===== src/rtl/ariane_axi_pkg.sv =====
// AXI4 channel and bundle types shared by the Ariane SoC crossbar and its peripherals.
package ariane_axi;

  localparam int unsigned AddrWidth = 64;
  localparam int unsigned DataWidth = 64;
  localparam int unsigned IdWidth   = 4;
  localparam int unsigned UserWidth = 1;

  typedef logic [AddrWidth-1:0]   addr_t;
  typedef logic [DataWidth-1:0]   data_t;
  typedef logic [DataWidth/8-1:0] strb_t;
  typedef logic [IdWidth-1:0]     id_t;
  typedef logic [UserWidth-1:0]   user_t;

  typedef struct packed {
    id_t         id;
    addr_t       addr;
    logic [7:0]  len;
    logic [2:0]  size;
    logic [1:0]  burst;
    logic        lock;
    logic [3:0]  cache;
    logic [2:0]  prot;
    logic [3:0]  qos;
    logic [3:0]  region;
    logic [5:0]  atop;
    user_t       user;
  } aw_chan_t;

  typedef struct packed {
    data_t data;
    strb_t strb;
    logic  last;
    user_t user;
  } w_chan_t;

  typedef struct packed {
    id_t        id;
    logic [1:0] resp;
    user_t      user;
  } b_chan_t;

  typedef struct packed {
    id_t         id;
    addr_t       addr;
    logic [7:0]  len;
    logic [2:0]  size;
    logic [1:0]  burst;
    logic        lock;
    logic [3:0]  cache;
    logic [2:0]  prot;
    logic [3:0]  qos;
    logic [3:0]  region;
    user_t       user;
  } ar_chan_t;

  typedef struct packed {
    id_t        id;
    data_t      data;
    logic [1:0] resp;
    logic       last;
    user_t      user;
  } r_chan_t;

  typedef struct packed {
    aw_chan_t aw;
    logic     aw_valid;
    w_chan_t  w;
    logic     w_valid;
    logic     b_ready;
    ar_chan_t ar;
    logic     ar_valid;
    logic     r_ready;
  } req_t;

  typedef struct packed {
    logic    aw_ready;
    logic    ar_ready;
    logic    w_ready;
    logic    b_valid;
    b_chan_t b;
    logic    r_valid;
    r_chan_t r;
  } resp_t;

endpackage


===== src/rtl/clint_burst_pkg.sv =====
// Shared states and helpers for splitting AXI bursts into single-beat CLINT accesses.
package clint_burst_pkg;

  localparam logic [1:0] BURST_FIXED = 2'b00;
  localparam logic [1:0] BURST_INCR  = 2'b01;
  localparam logic [1:0] BURST_WRAP  = 2'b10;

  localparam logic [1:0] RESP_OKAY   = 2'b00;
  localparam logic [1:0] RESP_EXOKAY = 2'b01;
  localparam logic [1:0] RESP_SLVERR = 2'b10;

  typedef enum logic [1:0] {R_IDLE, R_ADDR, R_DATA, R_ERR} rd_state_e;
  typedef enum logic [2:0] {W_IDLE, W_BEAT, W_RESP, W_BOUT, W_ERR} wr_state_e;

  // EXOKAY on a split beat says nothing about the burst, so it ranks as OKAY.
  function automatic logic [1:0] merge_resp(input logic [1:0] acc, input logic [1:0] resp);
    logic [1:0] eff;
    eff = (resp == RESP_EXOKAY) ? RESP_OKAY : resp;
    return (eff > acc) ? eff : acc;
  endfunction

  function automatic ariane_axi::addr_t next_addr(input ariane_axi::addr_t addr,
                                                  input logic [2:0] size,
                                                  input logic [1:0] burst);
    if (burst == BURST_INCR) return addr + (ariane_axi::addr_t'(1) << size);
    return addr;
  endfunction

endpackage


===== src/rtl/clint_burst_beat_ctr.sv =====
// Beat counter and address walker for one burst; is_last flags the final beat.
module clint_burst_beat_ctr
  import clint_burst_pkg::*;
(
  input  logic              clk,
  input  logic              ndmreset_n,
  input  logic              load,
  input  logic              advance,
  input  logic [7:0]        len,
  input  ariane_axi::addr_t addr,
  input  logic [2:0]        size,
  input  logic [1:0]        burst,
  output ariane_axi::addr_t cur_addr,
  output logic              is_last
);

  logic [7:0]        cnt_q;
  logic [7:0]        len_q;
  logic [2:0]        size_q;
  logic [1:0]        burst_q;
  ariane_axi::addr_t addr_q;

  always_ff @(posedge clk or negedge ndmreset_n) begin
    if (!ndmreset_n) begin
      cnt_q <= '0;
      len_q <= '0;
    end else if (load) begin
      cnt_q <= '0;
      len_q <= len;
    end else if (advance) begin
      cnt_q <= cnt_q + 8'd1;
    end
  end

  always_ff @(posedge clk) begin
    if (load) begin
      addr_q  <= addr;
      size_q  <= size;
      burst_q <= burst;
    end else if (advance) begin
      addr_q  <= next_addr(addr_q, size_q, burst_q);
    end
  end

  assign cur_addr = addr_q;
  assign is_last  = (cnt_q == len_q);

endmodule


===== src/rtl/clint_burst_splitter.sv =====
// Splits AXI4 bursts into len=0 transactions for the CLINT and rebuilds rlast / a single B.
module clint_burst_splitter
  import clint_burst_pkg::*;
#(
  parameter int unsigned AXI_ADDR_WIDTH = 64,
  parameter int unsigned AXI_DATA_WIDTH = 64,
  parameter int unsigned AXI_ID_WIDTH   = 4
) (
  input  logic              clk,
  input  logic              ndmreset_n,
  input  ariane_axi::req_t  slv_req_i,
  output ariane_axi::resp_t slv_resp_o,
  output ariane_axi::req_t  mst_req_o,
  input  ariane_axi::resp_t mst_resp_i
);

  localparam logic [AXI_DATA_WIDTH-1:0] ERR_DATA = '0;

  rd_state_e rd_q;
  wr_state_e wr_q;
  ariane_axi::ar_chan_t rd_ar_q;
  ariane_axi::aw_chan_t wr_aw_q;
  logic                      aw_sent_q, w_sent_q;
  logic [1:0]                resp_acc_q;
  logic [AXI_ADDR_WIDTH-1:0] rd_addr, wr_addr;
  logic [AXI_ID_WIDTH-1:0]   rd_id, wr_id;
  logic                      rd_last, wr_last;
  logic                      rd_load, rd_adv, wr_load, wr_adv;
  logic                      aw_done, w_done;
  logic                      unused_fields;

  assign rd_id = rd_ar_q.id;
  assign wr_id = wr_aw_q.id;

  assign rd_load = (rd_q == R_IDLE) && slv_req_i.ar_valid;
  assign wr_load = (wr_q == W_IDLE) && slv_req_i.aw_valid;
  assign rd_adv  = !rd_last && slv_req_i.r_ready &&
                   ((rd_q == R_ERR) || (rd_q == R_DATA && mst_resp_i.r_valid));
  assign wr_adv  = !wr_last &&
                   ((wr_q == W_RESP && mst_resp_i.b_valid) ||
                    (wr_q == W_ERR && slv_req_i.w_valid));

  assign aw_done = aw_sent_q || mst_resp_i.aw_ready;
  assign w_done  = w_sent_q || (slv_req_i.w_valid && mst_resp_i.w_ready);

  clint_burst_beat_ctr i_rd_ctr (
    .clk        (clk),
    .ndmreset_n (ndmreset_n),
    .load       (rd_load),
    .advance    (rd_adv),
    .len        (slv_req_i.ar.len),
    .addr       (slv_req_i.ar.addr),
    .size       (slv_req_i.ar.size),
    .burst      (slv_req_i.ar.burst),
    .cur_addr   (rd_addr),
    .is_last    (rd_last)
  );

  clint_burst_beat_ctr i_wr_ctr (
    .clk        (clk),
    .ndmreset_n (ndmreset_n),
    .load       (wr_load),
    .advance    (wr_adv),
    .len        (slv_req_i.aw.len),
    .addr       (slv_req_i.aw.addr),
    .size       (slv_req_i.aw.size),
    .burst      (slv_req_i.aw.burst),
    .cur_addr   (wr_addr),
    .is_last    (wr_last)
  );

  // Request fields carry no control meaning until their FSM leaves IDLE.
  always_ff @(posedge clk) begin
    if (rd_load) rd_ar_q <= slv_req_i.ar;
    if (wr_load) wr_aw_q <= slv_req_i.aw;
  end

  always_ff @(posedge clk or negedge ndmreset_n) begin
    if (!ndmreset_n) begin
      rd_q <= R_IDLE;
    end else begin
      unique case (rd_q)
        R_IDLE: if (slv_req_i.ar_valid)
                  rd_q <= (slv_req_i.ar.burst == BURST_WRAP) ? R_ERR : R_ADDR;
        R_ADDR: if (mst_resp_i.ar_ready) rd_q <= R_DATA;
        R_DATA: if (mst_resp_i.r_valid && slv_req_i.r_ready)
                  rd_q <= rd_last ? R_IDLE : R_ADDR;
        R_ERR:  if (slv_req_i.r_ready && rd_last) rd_q <= R_IDLE;
        default: rd_q <= R_IDLE;
      endcase
    end
  end

  always_ff @(posedge clk or negedge ndmreset_n) begin
    if (!ndmreset_n) begin
      wr_q       <= W_IDLE;
      aw_sent_q  <= 1'b0;
      w_sent_q   <= 1'b0;
      resp_acc_q <= RESP_OKAY;
    end else begin
      unique case (wr_q)
        W_IDLE: if (slv_req_i.aw_valid) begin
          resp_acc_q <= RESP_OKAY;
          aw_sent_q  <= 1'b0;
          w_sent_q   <= 1'b0;
          wr_q <= (slv_req_i.aw.burst == BURST_WRAP || slv_req_i.aw.atop != '0) ? W_ERR : W_BEAT;
        end
        W_BEAT: begin
          if (aw_done && w_done) begin
            aw_sent_q <= 1'b0;
            w_sent_q  <= 1'b0;
            wr_q      <= W_RESP;
          end else begin
            aw_sent_q <= aw_done;
            w_sent_q  <= w_done;
          end
        end
        W_RESP: if (mst_resp_i.b_valid) begin
          resp_acc_q <= merge_resp(resp_acc_q, mst_resp_i.b.resp);
          wr_q       <= wr_last ? W_BOUT : W_BEAT;
        end
        W_BOUT: if (slv_req_i.b_ready) wr_q <= W_IDLE;
        W_ERR:  if (slv_req_i.w_valid && wr_last) begin
          resp_acc_q <= RESP_SLVERR;
          wr_q       <= W_BOUT;
        end
        default: wr_q <= W_IDLE;
      endcase
    end
  end

  // Every valid/ready is gated by the reset so nothing handshakes while it is held.
  always_comb begin
    mst_req_o  = '0;
    slv_resp_o = '0;

    mst_req_o.ar       = rd_ar_q;
    mst_req_o.ar.addr  = rd_addr;
    mst_req_o.ar.len   = 8'd0;
    mst_req_o.ar.burst = BURST_INCR;
    mst_req_o.aw       = wr_aw_q;
    mst_req_o.aw.addr  = wr_addr;
    mst_req_o.aw.len   = 8'd0;
    mst_req_o.aw.burst = BURST_INCR;
    mst_req_o.w        = slv_req_i.w;
    mst_req_o.w.last   = 1'b1;

    unique case (rd_q)
      R_IDLE: slv_resp_o.ar_ready = ndmreset_n;
      R_ADDR: mst_req_o.ar_valid  = ndmreset_n;
      R_DATA: begin
        slv_resp_o.r       = mst_resp_i.r;
        slv_resp_o.r.id    = rd_id;
        slv_resp_o.r.last  = rd_last;
        slv_resp_o.r_valid = ndmreset_n && mst_resp_i.r_valid;
        mst_req_o.r_ready  = ndmreset_n && slv_req_i.r_ready;
      end
      R_ERR: begin
        slv_resp_o.r.id    = rd_id;
        slv_resp_o.r.data  = ERR_DATA;
        slv_resp_o.r.resp  = RESP_SLVERR;
        slv_resp_o.r.last  = rd_last;
        slv_resp_o.r_valid = ndmreset_n;
      end
      default: ;
    endcase

    unique case (wr_q)
      W_IDLE: slv_resp_o.aw_ready = ndmreset_n;
      W_BEAT: begin
        mst_req_o.aw_valid = ndmreset_n && !aw_sent_q;
        mst_req_o.w_valid  = ndmreset_n && !w_sent_q && slv_req_i.w_valid;
        slv_resp_o.w_ready = ndmreset_n && !w_sent_q && mst_resp_i.w_ready;
      end
      W_RESP: mst_req_o.b_ready = ndmreset_n;
      W_BOUT: begin
        slv_resp_o.b_valid = ndmreset_n;
        slv_resp_o.b.id    = wr_id;
        slv_resp_o.b.resp  = resp_acc_q;
      end
      W_ERR:  slv_resp_o.w_ready = ndmreset_n;
      default: ;
    endcase
  end

  assign unused_fields = ^{mst_resp_i.b.id, mst_resp_i.b.user, mst_resp_i.r.last,
                           slv_req_i.w.last};

endmodule


===== config.mk =====
export PLATFORM = sky130hd
export DESIGN_NAME = clint_burst_splitter
export DESIGN_NICKNAME = d
export VERILOG_FILES = /design/src/rtl/ariane_axi_pkg.sv /design/src/rtl/clint_burst_pkg.sv /design/src/rtl/clint_burst_beat_ctr.sv /design/src/rtl/clint_burst_splitter.sv
export SDC_FILE = /design/constraint.sdc
export NUM_CORES = 1
export LEC_CHECK = 0
export CORE_AREA = 2 2 289 291
export CTS_CLUSTER_DIAMETER = 150
export DETAILED_ROUTE_END_ITERATION = 8
export DIE_AREA = 0 0 291 293
export GPL_ROUTABILITY_DRIVEN = 0
export SETUP_SLACK_MARGIN = 0.02
export SLEW_MARGIN = 25
export SYNTH_ARGS = -nofsm -noshare
export SYNTH_HDL_FRONTEND = slang
export SYNTH_SLANG_ARGS = --single-unit

===== constraint.sdc =====
create_clock -name clk -period 5.2 [get_ports clk]
set_clock_uncertainty 0.1 [all_clocks]
set_input_delay 1.04 -clock clk [delete_from_list [all_inputs] [get_ports clk]]
set_output_delay 1.04 -clock clk [all_outputs]
set_load 0.01 [all_outputs]

# Word-level counts from Yosys, hierarchy flattened
# Cells that the tools add are included.
[totals]
output_inout_bits = 365
word_cells = 159
mem_count = 0
latchBits = 0
inputBits = 367
reg_bits = 227
romBits = 0
ramBits = 0
[op_classes]
n_eq_ne = 24
mux = 55
n_mul = 0
add_sub_neg = 4
order_cmp = 1
n_shift = 2
div_mod_pow = 0
n_reduce_logical = 43
n_bitwise = 0
[ops]
columns = ["cell", "count"]
rows = [
  ["$mux 64", 8],
  ["$pmux 72 s2", 1],
  ["$add 64x64->64", 2],
  ["$shl 1x3->64 const A", 2],
  ["$mux 8", 4],
  ["$mux 2", 11],
  ["$logic_and 1x1->1", 19],
  ["$mux 1", 18],
  ["$mux 3", 6],
  ["$add 8x1->8 const B", 2],
  ["$eq 8x8->1", 2],
  ["$pmux 3 s5", 1],
  ["$ne 2x2->1 const B", 6],
  ["$reduce_and 5->1", 2],
  ["$reduce_bool 2->1", 5],
  ["$eq 2x1->1 const B", 4],
  ["$eq 2x2->1 const B", 4],
  ["$ne 2x1->1 const B", 4],
  ["$pmux 2 s4", 1],
  ["$mux 7", 1],
  ["$eq 3x2->1 const B", 2],
  ["$pmux 1 s2", 3],
  ["$pmux 2 s3", 1],
  ["$reduce_and 2->1", 3],
  ["10 further kinds", 17],
]

# Logic depth before layout (Yosys ltp)
[logic_depth]
ltp_word = 9
depth_mapped = 11
depth_no_buf = 9

# By module
# From an unflattened synthesis, not the netlist that was laid out.
[unflattened]
cells_unflattened = 1351
area_unflattened_um2 = 14395.1
[modules_own_cells]
columns = ["module", "n_inst", "cells_per_inst", "seq_area_each_um2", "area_per_inst_um2"]
rows = [
  ["clint_burst_beat_ctr", 2, 508, 2472.4, 5376.4],
  ["clint_burst_splitter", 1, 335, 1846.8, 3642.2],
]

# Worst setup path after synthesis
# OpenSTA, ideal clock, no wires.
[synth_path]
kind = "input-to-reg"
startpoint = "input port slv_req_i[101] (netlist name)"
endpoint = "register i_wr_ctr.addr_q[0], in the netlist i_wr_ctr.cur_addr[0], enable pin"
cell_stages = 4
t_arrival_ps = 3145
path_slack_ps = 1532
setup_ps = 424
path_buffers = 0
path_cell_list = "nand3b_1 a221oi_2 nand3b_1 nand2_1"
[synth_via]
elab_chain_len = 5
[synth_lines]
columns = ["element", "line_no", "source"]
rows = [
  ["start: declaration", "clint_burst_splitter.sv:11", "input ariane_axi::req_t slv_req_i,"],
  ["$logic_and 1x1->1", "clint_burst_splitter.sv:41", "(wr_q == W_ERR && slv_req_i.w_valid));"],
  ["$logic_or 1x1->1", "clint_burst_splitter.sv:40", "((wr_q == W_RESP && mst_resp_i.b_valid) ||"],
  ["$logic_and 1x1->1", "clint_burst_splitter.sv:39", "assign wr_adv = !wr_last &&"],
  ["$reduce_bool 2->1 (no source line)", "--", ""],
  ["$reduce_and 2->1 (no source line)", "--", ""],
  ["end signal: assignment", "clint_burst_beat_ctr.sv:37", "addr_q <= addr;"],
  ["end signal: assignment", "clint_burst_beat_ctr.sv:41", "addr_q <= next_addr(addr_q, size_q, burst_q);"],
  ["end: declaration", "clint_burst_beat_ctr.sv:21", "ariane_axi::addr_t addr_q;"],
]
# Every way passes these cells.
# A chain may end at the register's enable or synchronous reset.

==> flow_metrics.tcl <==
set metrics [dict create \
    final_cells 2993 \
    min-delay-path-class "reg -> reg" \
    coreArea_mm2 0.0818 \
    drt_iter0_markers 594 \
    crit_buf_inv 1 \
    grt_pass1_wl_um 82700 \
    fin_util 0.256 \
    placement.io_buffers 552 \
    hold_viol 0 \
    ys_seq_area_frac 0.476 \
    num_io_pins 732 \
    crit_slowest_cell "clkdlybuf4s50_1" \
    async_flop_share 0.181 \
    status "complete, no violations" \
    cts.sinks 227 \
    max_stage_delay_ps 660 \
    die_y_um 293 \
    clockBufferDepth 3 \
    dieArea_mm2 0.0853 \
    grt_usage 0.126 \
    cts_setup_buffers 0 \
    syn_to_final_growth_pct 50.7 \
    fill_cells 8816 \
    std_cell_rows 105 \
    cap_violations 0 \
    antenna_found_initial 7 \
    drt_pass1_iterations 5 \
    p_leak_nw 7.33 \
    synth.top_cells.by_area "edfxtp_1 40%, dfrtp_1 7.4%, nand2_1 5.3%" \
    grt_pass1_vias 12900 \
    maxSlewViolCount 0 \
    cp-start-kind "register" \
    cp.arrival_ps 3350 \
    cpMostUsedCell "nor2b_1" \
    drive_gt1_frac 0.0453 \
    final_common_cell "clkdlybuf4s50_1" \
    cts_made_buffers 29 \
    fp.dieW_um 291 \
    yosysTopAreaCellShare 0.402 \
    avgSynthCellArea_um2 9.62 \
    setup_violations 0 \
    totalWireLength_um 56300 \
    ys_ff_latch 227 \
    via_count 12900 \
    fin_crit_ps 4490 \
    post-synth-top-area-cell "edfxtp_1" \
    clock_latency_ps 580 \
    cts_tree "yes" \
    dp_hpwl_um 44300 \
    grt_max_degree 77 \
    path_max_fanout 14 \
    synth-edff-count 186 \
    cp_top_family "simple AND/OR/NAND/NOR gates" \
    drc 0 \
    path_cells "nor2b_1 -> nor2b_1 -> nand2_1 -> nor3b_1 -> clkdlybuf4s50_1" \
    wl_per_cell_um 18.8 \
    fin_crit_sh 0.863 \
    tns_ps 0 \
    yosysWarnings 0 \
    gr-total-overflow 0 \
    tightest_slew_ps 859 \
    mostFrequentLayoutCells "551 x clkdlybuf4s50_1, 194 x nand2_1, 186 x edfxtp_1, 107 x nor2_1, 100 x and3_1" \
    synthFlopType "edfxtp_1" \
    post_cts_resized 0 \
    synth_cell_type_count 74 \
    syn_inst 1443 \
    cp.required_ps 4060 \
    avgViaCountPerCell 4.30 \
    initial_core_util 0.170 \
    ant_nets 0 \
    clk_pin_slew_ps 60 \
    fin_nets 2290 \
    htree_levels 1 \
    holdBufCountCts 0 \
    netlist_area_mm2 0.0139 \
    root_buffer "clkbuf_16" \
    power_density_mw_per_mm2 430 \
    vdd_drop_max_uv 257 \
    slew_headroom 0.428 \
    max_freq_ghz 0.223 \
    critPathCaptureType "primary output" \
    rsz0062_at_grt "false" \
    place_inst 2940 \
    critical_path_class "reg -> out" \
]
[per-layer routing]
metal | GRT usage | wire length [um]
met1 | 0.151 | 22700
met2 | 0.220 | 27600
met3 | 0.0291 | 3870
met4 | 0.0447 | 2110
met5 | 0 | 34
[worst paths after layout]
| check | cells after the start | startpoint | end | slack, ps |
|---|---|---|---|---|
| max | 5 | wr_q[2] | mst_req_o[101] | 710 |
| min | 2 | i_rd_ctr.len_q[6] | i_rd_ctr.len_q[6] | 390 |
| max reg2reg | 8 | i_rd_ctr.size_q[1] | i_rd_ctr.cur_addr[56] | 1520 |
| min reg2reg | 2 | i_rd_ctr.len_q[6] | i_rd_ctr.len_q[6] | 390 |
| max in group asynchronous | 2 | ndmreset_n | i_wr_ctr.len_q[5] | 4310 |
| min in group asynchronous | 2 | ndmreset_n | i_rd_ctr.len_q[0] | 400 |
[Yosys cell counts, drive strengths merged (20+ instances only)]
cell    count
a31oi      26
nor4       27
clkbuf     61
o21ai     105
nand2     198
edfxtp    186
nand4      38
and3      100
nor3       20
xnor2      76
inv        21
dfrtp      41
nor2      107
a21oi      48
buf       106
nand3      53
xor2       43
ha         20
[flip-flops by register name, summed over array words and instances, names as in the netlist, 3 cells and up]
signal / flops
i_rd_ctr.cnt_q: 8
i_rd_ctr.cur_addr: 64
i_wr_ctr.size_q: 3
wr_id: 4
rd_id: 4
mst_req_o: 40
wr_q: 3
i_wr_ctr.cur_addr: 64
i_wr_ctr.len_q: 8
i_rd_ctr.size_q: 3
i_rd_ctr.len_q: 8
i_wr_ctr.cnt_q: 8
[report_power, final]
group / total, mW / switching (mW) / internal [mW]
Combinational: 3.71 / 1.90 / 1.81
Clock: 1.96 / 0.835 / 1.12
Sequential: 3.33 / 0.605 / 2.73
[cells by family (layout without fill, tap and decap cells)]
logic type | count (synthesis) | after routing | synth area share
multiplexers | 5 | 5 | 0.00370
adder cells (fa/ha/maj) | 22 | 22 | 0.0209
flip-flops | 227 | 227 | 0.476
XOR/XNOR | 119 | 119 | 0.0751
buffers and inverters | 189 | 646 | 0.0782
AND/OR/NAND/NOR | 625 | 625 | 0.229
AO/OA/AOI/OAI | 254 | 254 | 0.116
other | 2 | 25 | 0.000541
[worst min-delay path, stage by stage, from the launching register on]
cell and delay, ps:
dfrtp_1 350, nand2_1 60, nand2_1 60
[layout make-up]
type	count	area [um^2]	share of cell area
clock buffers	44	822	0.0393
repair buffers	574	5710	0.273
multi-input cells	1047	6290	0.301
diodes	3	7.51	0.000359
clock inverters	6	51.3	0.00245
well taps	1070	1340	0.0640
flip-flops and latches	227	6610	0.316
inverters	22	86.3	0.00413
[through the flow]
stage          hold slack, ps  instance area [um^2]  setup slack (ps)  power (mW)
6_report                  394                 20900               712        8.99
5_1_grt                   390                 20900               509        9.57
4_1_cts                   362                 20900               734        9.14
3_5_place_dp              382                 20000              1300        7.12
3_3_place_gp              383                 20000              1310        7.08
2_1_floorplan             366                 14000              1530        5.16
Note: power is estimated with default switching activity, not from simulation.
